==> config.mk <==
export PLATFORM = sky130hd
export DESIGN_NAME = ps2_host_tx
export DESIGN_NICKNAME = d
export VERILOG_FILES = /design/src/rtl/ps2_host_tx.sv
export SDC_FILE = /design/constraint.sdc
export NUM_CORES = 1
export LEC_CHECK = 0
export CORE_ASPECT_RATIO = 2
export CORE_MARGIN = 4
export CORE_UTILIZATION = 57
export DETAILED_ROUTE_END_ITERATION = 8
export PLACE_DENSITY = 0.79
export RECOVER_POWER = 50
export SYNTH_ARGS = -nofsm -noshare
export SYNTH_HDL_FRONTEND = slang
export SYNTH_SLANG_ARGS = --single-unit
==> constraint.sdc <==
create_clock -name clk -period 2.6 [get_ports clk]
set_input_delay 0.26 -clock clk [delete_from_list [all_inputs] [get_ports clk]]
set_output_delay 0.26 -clock clk [all_outputs]
set_load 0.005 [all_outputs]
==> src/rtl/ps2_host_tx.sv <==
`default_nettype none
// ============================================================================
// Module      : ps2_host_tx
// Description : Host-to-device PS/2 command transmitter driving open-drain
//               clock/data enables, with inhibit, ack check and timeouts.
// Revision    : 1.0 - initial release
// ============================================================================
module ps2_host_tx #(
    parameter int INHIBIT_CYCLES     = 2500,
    parameter int FIRST_EDGE_TIMEOUT = 375000,
    parameter int EDGE_TIMEOUT       = 50000
) (
    input  logic       clk,
    input  logic       nreset,
    input  logic       tx_start,
    input  logic [7:0] tx_data,
    input  logic       ps2_clk_in,
    input  logic       ps2_data_in,
    output logic       ps2_clk_oe,
    output logic       ps2_data_oe,
    output logic       tx_busy,
    output logic       tx_done,
    output logic       tx_error
);

    localparam int c_TO_MAX = (FIRST_EDGE_TIMEOUT > EDGE_TIMEOUT) ? FIRST_EDGE_TIMEOUT : EDGE_TIMEOUT;
    localparam int c_TO_W   = $clog2(c_TO_MAX + 1);
    localparam int c_INH_W  = $clog2(INHIBIT_CYCLES + 1);

    localparam logic [c_TO_W-1:0]  c_FIRST_LOAD = c_TO_W'(FIRST_EDGE_TIMEOUT - 1);
    localparam logic [c_TO_W-1:0]  c_EDGE_LOAD  = c_TO_W'(EDGE_TIMEOUT - 1);
    localparam logic [c_INH_W-1:0] c_INH_LOAD   = c_INH_W'(INHIBIT_CYCLES - 1);

    localparam logic [2:0] c_ST_IDLE      = 3'd0;
    localparam logic [2:0] c_ST_INHIBIT   = 3'd1;
    localparam logic [2:0] c_ST_START     = 3'd2;
    localparam logic [2:0] c_ST_SEND      = 3'd3;
    localparam logic [2:0] c_ST_ACK       = 3'd4;
    localparam logic [2:0] c_ST_WAIT_IDLE = 3'd5;

    logic [2:0]         r_state;
    logic [c_INH_W-1:0] r_inh_cnt;
    logic [c_TO_W-1:0]  r_to_cnt;
    logic [3:0]         r_bit_cnt;
    logic [7:0]         r_byte;
    logic               r_clk_oe;
    logic               r_data_oe;
    logic               r_busy;
    logic               r_done;
    logic               r_error;
    logic               r_clk_s1;
    logic               r_clk_s2;
    logic               r_clk_prev;
    logic               r_data_s1;
    logic               r_data_s2;

    logic        w_fall;
    logic        w_timeout;
    logic        w_line_idle;
    logic        w_abort;
    logic [10:0] w_frame;
    logic [3:0]  w_next_idx;

    assign w_fall      = r_clk_prev & ~r_clk_s2;
    assign w_timeout   = (r_to_cnt == '0);
    assign w_line_idle = r_clk_s2 & r_data_s2;
    assign w_frame     = {1'b1, ~^r_byte, r_byte, 1'b0};
    assign w_next_idx  = r_bit_cnt + 4'd1;

    // Timeout or a high data line at the ack edge both end the frame with an error
    assign w_abort = ((r_state == c_ST_SEND) && !w_fall && w_timeout)
                  || ((r_state == c_ST_ACK) && (w_fall ? r_data_s2 : w_timeout))
                  || ((r_state == c_ST_WAIT_IDLE) && !w_line_idle && w_timeout);

    always_ff @(posedge clk or negedge nreset) begin
        if (!nreset) begin
            r_state    <= c_ST_IDLE;
            r_inh_cnt  <= '0;
            r_to_cnt   <= '0;
            r_bit_cnt  <= '0;
            r_byte     <= '0;
            r_clk_oe   <= 1'b0;
            r_data_oe  <= 1'b0;
            r_busy     <= 1'b0;
            r_done     <= 1'b0;
            r_error    <= 1'b0;
            r_clk_s1   <= 1'b1;
            r_clk_s2   <= 1'b1;
            r_clk_prev <= 1'b1;
            r_data_s1  <= 1'b1;
            r_data_s2  <= 1'b1;
        end else begin
            r_clk_s1   <= ps2_clk_in;
            r_clk_s2   <= r_clk_s1;
            r_clk_prev <= r_clk_s2;
            r_data_s1  <= ps2_data_in;
            r_data_s2  <= r_data_s1;
            r_done     <= 1'b0;
            r_error    <= 1'b0;

            if (w_abort) begin
                r_error   <= 1'b1;
                r_clk_oe  <= 1'b0;
                r_data_oe <= 1'b0;
                r_busy    <= 1'b0;
                r_state   <= c_ST_IDLE;
            end else begin
                case (r_state)
                    c_ST_IDLE: begin
                        if (tx_start) begin
                            r_byte    <= tx_data;
                            r_inh_cnt <= c_INH_LOAD;
                            r_clk_oe  <= 1'b1;
                            r_busy    <= 1'b1;
                            r_state   <= c_ST_INHIBIT;
                        end
                    end
                    c_ST_INHIBIT: begin
                        if (r_inh_cnt == '0) begin
                            r_data_oe <= 1'b1;
                            r_state   <= c_ST_START;
                        end else begin
                            r_inh_cnt <= r_inh_cnt - 1'b1;
                        end
                    end
                    c_ST_START: begin
                        // Data stays low: the start bit is already on the line
                        r_clk_oe  <= 1'b0;
                        r_bit_cnt <= '0;
                        r_to_cnt  <= c_FIRST_LOAD;
                        r_state   <= c_ST_SEND;
                    end
                    c_ST_SEND: begin
                        if (w_fall) begin
                            r_bit_cnt <= w_next_idx;
                            r_data_oe <= ~w_frame[w_next_idx];
                            r_to_cnt  <= c_EDGE_LOAD;
                            if (r_bit_cnt == 4'd9) begin
                                r_state <= c_ST_ACK;
                            end
                        end else begin
                            r_to_cnt <= r_to_cnt - 1'b1;
                        end
                    end
                    c_ST_ACK: begin
                        if (w_fall) begin
                            r_to_cnt <= c_EDGE_LOAD;
                            r_state  <= c_ST_WAIT_IDLE;
                        end else begin
                            r_to_cnt <= r_to_cnt - 1'b1;
                        end
                    end
                    c_ST_WAIT_IDLE: begin
                        if (w_line_idle) begin
                            r_done  <= 1'b1;
                            r_busy  <= 1'b0;
                            r_state <= c_ST_IDLE;
                        end else begin
                            r_to_cnt <= r_to_cnt - 1'b1;
                        end
                    end
                    default: begin
                        r_clk_oe  <= 1'b0;
                        r_data_oe <= 1'b0;
                        r_busy    <= 1'b0;
                        r_state   <= c_ST_IDLE;
                    end
                endcase
            end
        end
    end

    assign ps2_clk_oe  = r_clk_oe;
    assign ps2_data_oe = r_data_oe;
    assign tx_busy     = r_busy;
    assign tx_done     = r_done;
    assign tx_error    = r_error;

endmodule
`default_nettype wire

==> results_dict.tcl, run 1 <==
set metrics [dict create \
    die_height_um 117.2 \
    drt_iter0_markers 229 \
    syn_area_um2 3397 \
    worst_pin_slew_ns 1.014 \
    status "completed" \
    maximum_clock_insertion_buffer_count 2 \
    critical_path.max_fanout 6 \
    ioPinCount 18 \
    count_of_cells_along_the_worst_hold_path 0 \
    synth.distinct_cells 62 \
    rows 39 \
    grt_antenna_before_repair 0 \
    via_per_inst 6.611 \
    clkTransAtPathRegs_ns 0.07 \
    timing.final.crit_share_pct 92.36 \
    hold_viol_final 0 \
    grt_pass1_vias 3161 \
    fraction_of_layout_instances_using_a_drive_strength_above_1_pct 9.268 \
    irDropWorstVdd_mv 0.8182 \
    syn-num-nets 401 \
    synth-async-reset-ratio_pct 100.0 \
    r2r-end "r_to_cnt[0]$_DFFE_PN0P_" \
    grt_pass1_wl_mm 14.70 \
    hp-start "r_data_s1$_DFF_PN1_" \
    synth_seq_cells 56 \
    critical_path.endpoint_type "flip-flop" \
    finalWeightedCongestion 0.9706 \
    syn_area_per_cell_um2 8.846 \
    setup_slack_on_the_worst_flop_to_flop_path_ns 0.20 \
    die_area_um2 7333 \
    ctsRootBufferMaster "sky130_fd_sc_hd__clkbuf_16" \
    min_to "r_data_s2$_DFF_PN1_" \
    maximum_number_of_pins_on_one_net_before_global_route_repair 40 \
    global_route.usage.total_pct 25.54 \
    postSynth.topFlopCell "sky130_fd_sc_hd__dfrtp_1" \
    htree_num_levels 2 \
    worst_setup_path_start_kind "flip-flop" \
    cts.sinks 56 \
    dr.max_layer_used "met4" \
    synth-edff-count 0 \
    die_x_um 62.59 \
    max_clock_freq_mhz 416.4 \
    area_delta_synth_final_pct 13.85 \
    critical_path_class "reg -> reg" \
    dp_hpwl_mm 6.534 \
    fin_worst_skew_ns 0.002461 \
    wirelength_met1_mm 3.060 \
    hold_path.class "reg -> reg" \
    avgRoutedWirePerCell_um 18.26 \
    seq_area_frac_synth_pct 41.44 \
    cts_inserted_buffers 5 \
    num-nets-final 426 \
    num_vias 3114 \
    number_of_synthesis_warnings 0 \
    remaining_drc_errors 0 \
    detail_route.wirelength_mm 8.600 \
    dr_wl_met2_mm 4.749 \
    cts_tree "built" \
    worst_ep_required_time_ns 2.79 \
    finalMaxSlewViolations 0 \
    rsz0062_at_grt "no" \
    power_density_nw_per_um2 1181 \
    reg2reg_from "r_to_cnt[13]$_DFFE_PN0P_" \
    p_leak_nw 1.544 \
    finalSetupTns_ns 0 \
    floorplan.initialDensity_pct 59.00 \
    drt_pre_antenna_iters 5 \
    coreArea_um2 5758 \
    port-buffer-count 17 \
    critical_path_arrival_ns 2.59 \
    globalRouteOverflowTotal 0 \
    worst_skew_pair.late_latency_ns 0.30 \
    post_dp_cell_area_um2 3701 \
    reg2regPathDepth 5 \
    length_of_routed_met3_wiring_um 261 \
    antenna_cells_inserted 0 \
    slew-limit-headroom_pct 32.40 \
    synthCells 384 \
    drtAntennaViolNets 0 \
    dp_cells 462 \
    fin_total_pwr_mw 4.567 \
    period_minus_slack_ns 2.401 \
    fin_cells 471 \
    drv.max_cap_violation_count 0 \
    setup_viol 0 \
    fin_area_um2 3867 \
]
## area by class of cell
| class | instances | area, um^2 |
|---|---|---|
| multi-input cells | 299 | 1884 |
| flip-flops and latches | 56 | 1408 |
| inverters | 13 | 48.80 |
| clock buffers | 8 | 146.4 |
| fillers | 500 | 1891 |
| repair buffers | 34 | 304.0 |
| well taps | 61 | 76.32 |
## cells by family (layout without fill, tap and decap cells)
family	after synthesis	after routing	synth area share (%)
muxes	4	4	1.584
AOI/OAI and AO/OA	116	116	23.17
buffers and inverters	29	55	3.499
adders and majority gates	4	4	1.473
DFF	56	56	41.44
and+or+nand+nor	156	156	23.94
xor gates and xnor gates	19	19	4.899
## critical path: stages, from the launching register on
cell,delay (ns)
sky130_fd_sc_hd__dfrtp_1,0.42
sky130_fd_sc_hd__or4_4,0.57
sky130_fd_sc_hd__or4_4,0.44
sky130_fd_sc_hd__o211ai_1,0.36
sky130_fd_sc_hd__nand2_1,0.19
sky130_fd_sc_hd__mux2_2,0.30
## cell usage after synthesis, types with 3 or more instances
library cell	instances	area share, %
sky130_fd_sc_hd__a31oi_1	7	1.3
sky130_fd_sc_hd__nor2_1	20	2.2
sky130_fd_sc_hd__nor3_1	13	1.9
sky130_fd_sc_hd__nand2b_1	7	1.3
sky130_fd_sc_hd__o22ai_1	6	1.1
sky130_fd_sc_hd__nand2_1	55	6.1
sky130_fd_sc_hd__o31ai_1	6	1.3
sky130_fd_sc_hd__nor4_1	12	2.2
sky130_fd_sc_hd__ha_1	4	1.5
sky130_fd_sc_hd__and3_1	4	0.74
sky130_fd_sc_hd__inv_1	13	1.4
sky130_fd_sc_hd__nand3_1	11	1.6
sky130_fd_sc_hd__o21ai_0	24	3.5
sky130_fd_sc_hd__xnor2_1	16	4.1
sky130_fd_sc_hd__a2111oi_0	3	0.77
sky130_fd_sc_hd__a22o_1	3	0.77
sky130_fd_sc_hd__nand3b_1	3	0.66
sky130_fd_sc_hd__clkbuf_1	13	1.4
sky130_fd_sc_hd__o2bb2ai_1	3	0.77
sky130_fd_sc_hd__nor2b_1	3	0.55
sky130_fd_sc_hd__or4_1	9	2.0
sky130_fd_sc_hd__nor3b_1	5	1.1
sky130_fd_sc_hd__a211oi_1	14	3.1
sky130_fd_sc_hd__a21oi_1	21	3.1
sky130_fd_sc_hd__dfstp_2	5	3.9
sky130_fd_sc_hd__dfrtp_1	51	38
sky130_fd_sc_hd__or3_1	4	0.74
sky130_fd_sc_hd__o211ai_1	4	0.88
sky130_fd_sc_hd__xor2_1	3	0.77
## flip-flops by register name, summed over array words and instances (netlist names), 3 cells and up
| register | count |
|---|---|
| r_bit_cnt | 4 |
| r_byte | 8 |
| r_state | 3 |
| r_to_cnt | 19 |
| r_inh_cnt | 12 |
## metal layers
| layer | up-vias | global-route usage [%] |
|---|---|---|
| li1 | 1493 | - |
| met1 | 1488 | 25.31 |
| met2 | 90 | 49.07 |
| met3 | 43 | 3.534 |
| met4 | 0 | 16.81 |
| met5 | - | 0 |
## cells in the final DEF, fill, tap and decap left out, types with 13 or more instances in the layout
master,n
sky130_fd_sc_hd__nand2_1,55
sky130_fd_sc_hd__dfrtp_1,51
sky130_fd_sc_hd__o21ai_0,24
sky130_fd_sc_hd__a21oi_1,21
sky130_fd_sc_hd__nor2_1,20
sky130_fd_sc_hd__xnor2_1,16
sky130_fd_sc_hd__a211oi_1,14
sky130_fd_sc_hd__buf_4,14
sky130_fd_sc_hd__inv_1,13
sky130_fd_sc_hd__nor3_1,13
## metrics by stage
step / worst slack, ns / hold slack (ns) / utilization, %
floorplan: 0.3785 / -0.03559 / -
global placement: 0.1923 / 0.2137 / 64.28
detailed placement: 0.1597 / 0.2194 / 64.28
CTS: 0.1314 / 0.3592 / 66.99
global route: 0.08267 / 0.3646 / 67.17
finish: 0.1987 / 0.3577 / 67.17
## where the power goes
group	switching, mW	internal [mW]	leakage [nW]
Combinational	1.35	0.994	0.812
Clock	0.299	0.385	0.0712
Sequential	0.370	1.17	0.660
## repair_timing
item | CTS | global route
resized for setup | 0 | 2
endpoints found under the hold margin | 17 | 0
hold buffers | 1 | 0
buffers inserted | 0 | 0
endpoints found under the setup margin | 0 | 4
## worst max path at each step
stage	start	endpoint	slack, ns	depth (start not counted)
global placement	r_inh_cnt[4]$_DFFE_PN0P_	r_state[0]$_DFFE_PN0P_	0.19	5
finish	r_to_cnt[13]$_DFFE_PN0P_	r_to_cnt[0]$_DFFE_PN0P_	0.20	5
detailed placement	r_inh_cnt[4]$_DFFE_PN0P_	r_state[0]$_DFFE_PN0P_	0.16	5
global route	r_to_cnt[0]$_DFFE_PN0P_	r_to_cnt[0]$_DFFE_PN0P_	0.08	8
CTS	r_inh_cnt[4]$_DFFE_PN0P_	r_state[0]$_DFFE_PN0P_	0.13	5
floorplan	r_to_cnt[0]$_DFFE_PN0P_	r_to_cnt[14]$_DFFE_PN0P_	0.38	7
No activity file was read; power rests on OpenSTA's default activity.
==> run 2: changes to the inputs <==
--- a/config.mk
+++ b/config.mk
@@ -11,6 +11,7 @@
 export DETAILED_ROUTE_END_ITERATION = 8
 export PLACE_DENSITY = 0.79
 export RECOVER_POWER = 50
+export SLEW_MARGIN = 25
 export SYNTH_ARGS = -nofsm -noshare
 export SYNTH_HDL_FRONTEND = slang
 export SYNTH_SLANG_ARGS = --single-unit
==> results of run 2 <==
No change in the layout: final DEF, timing and power equal those of run 1.
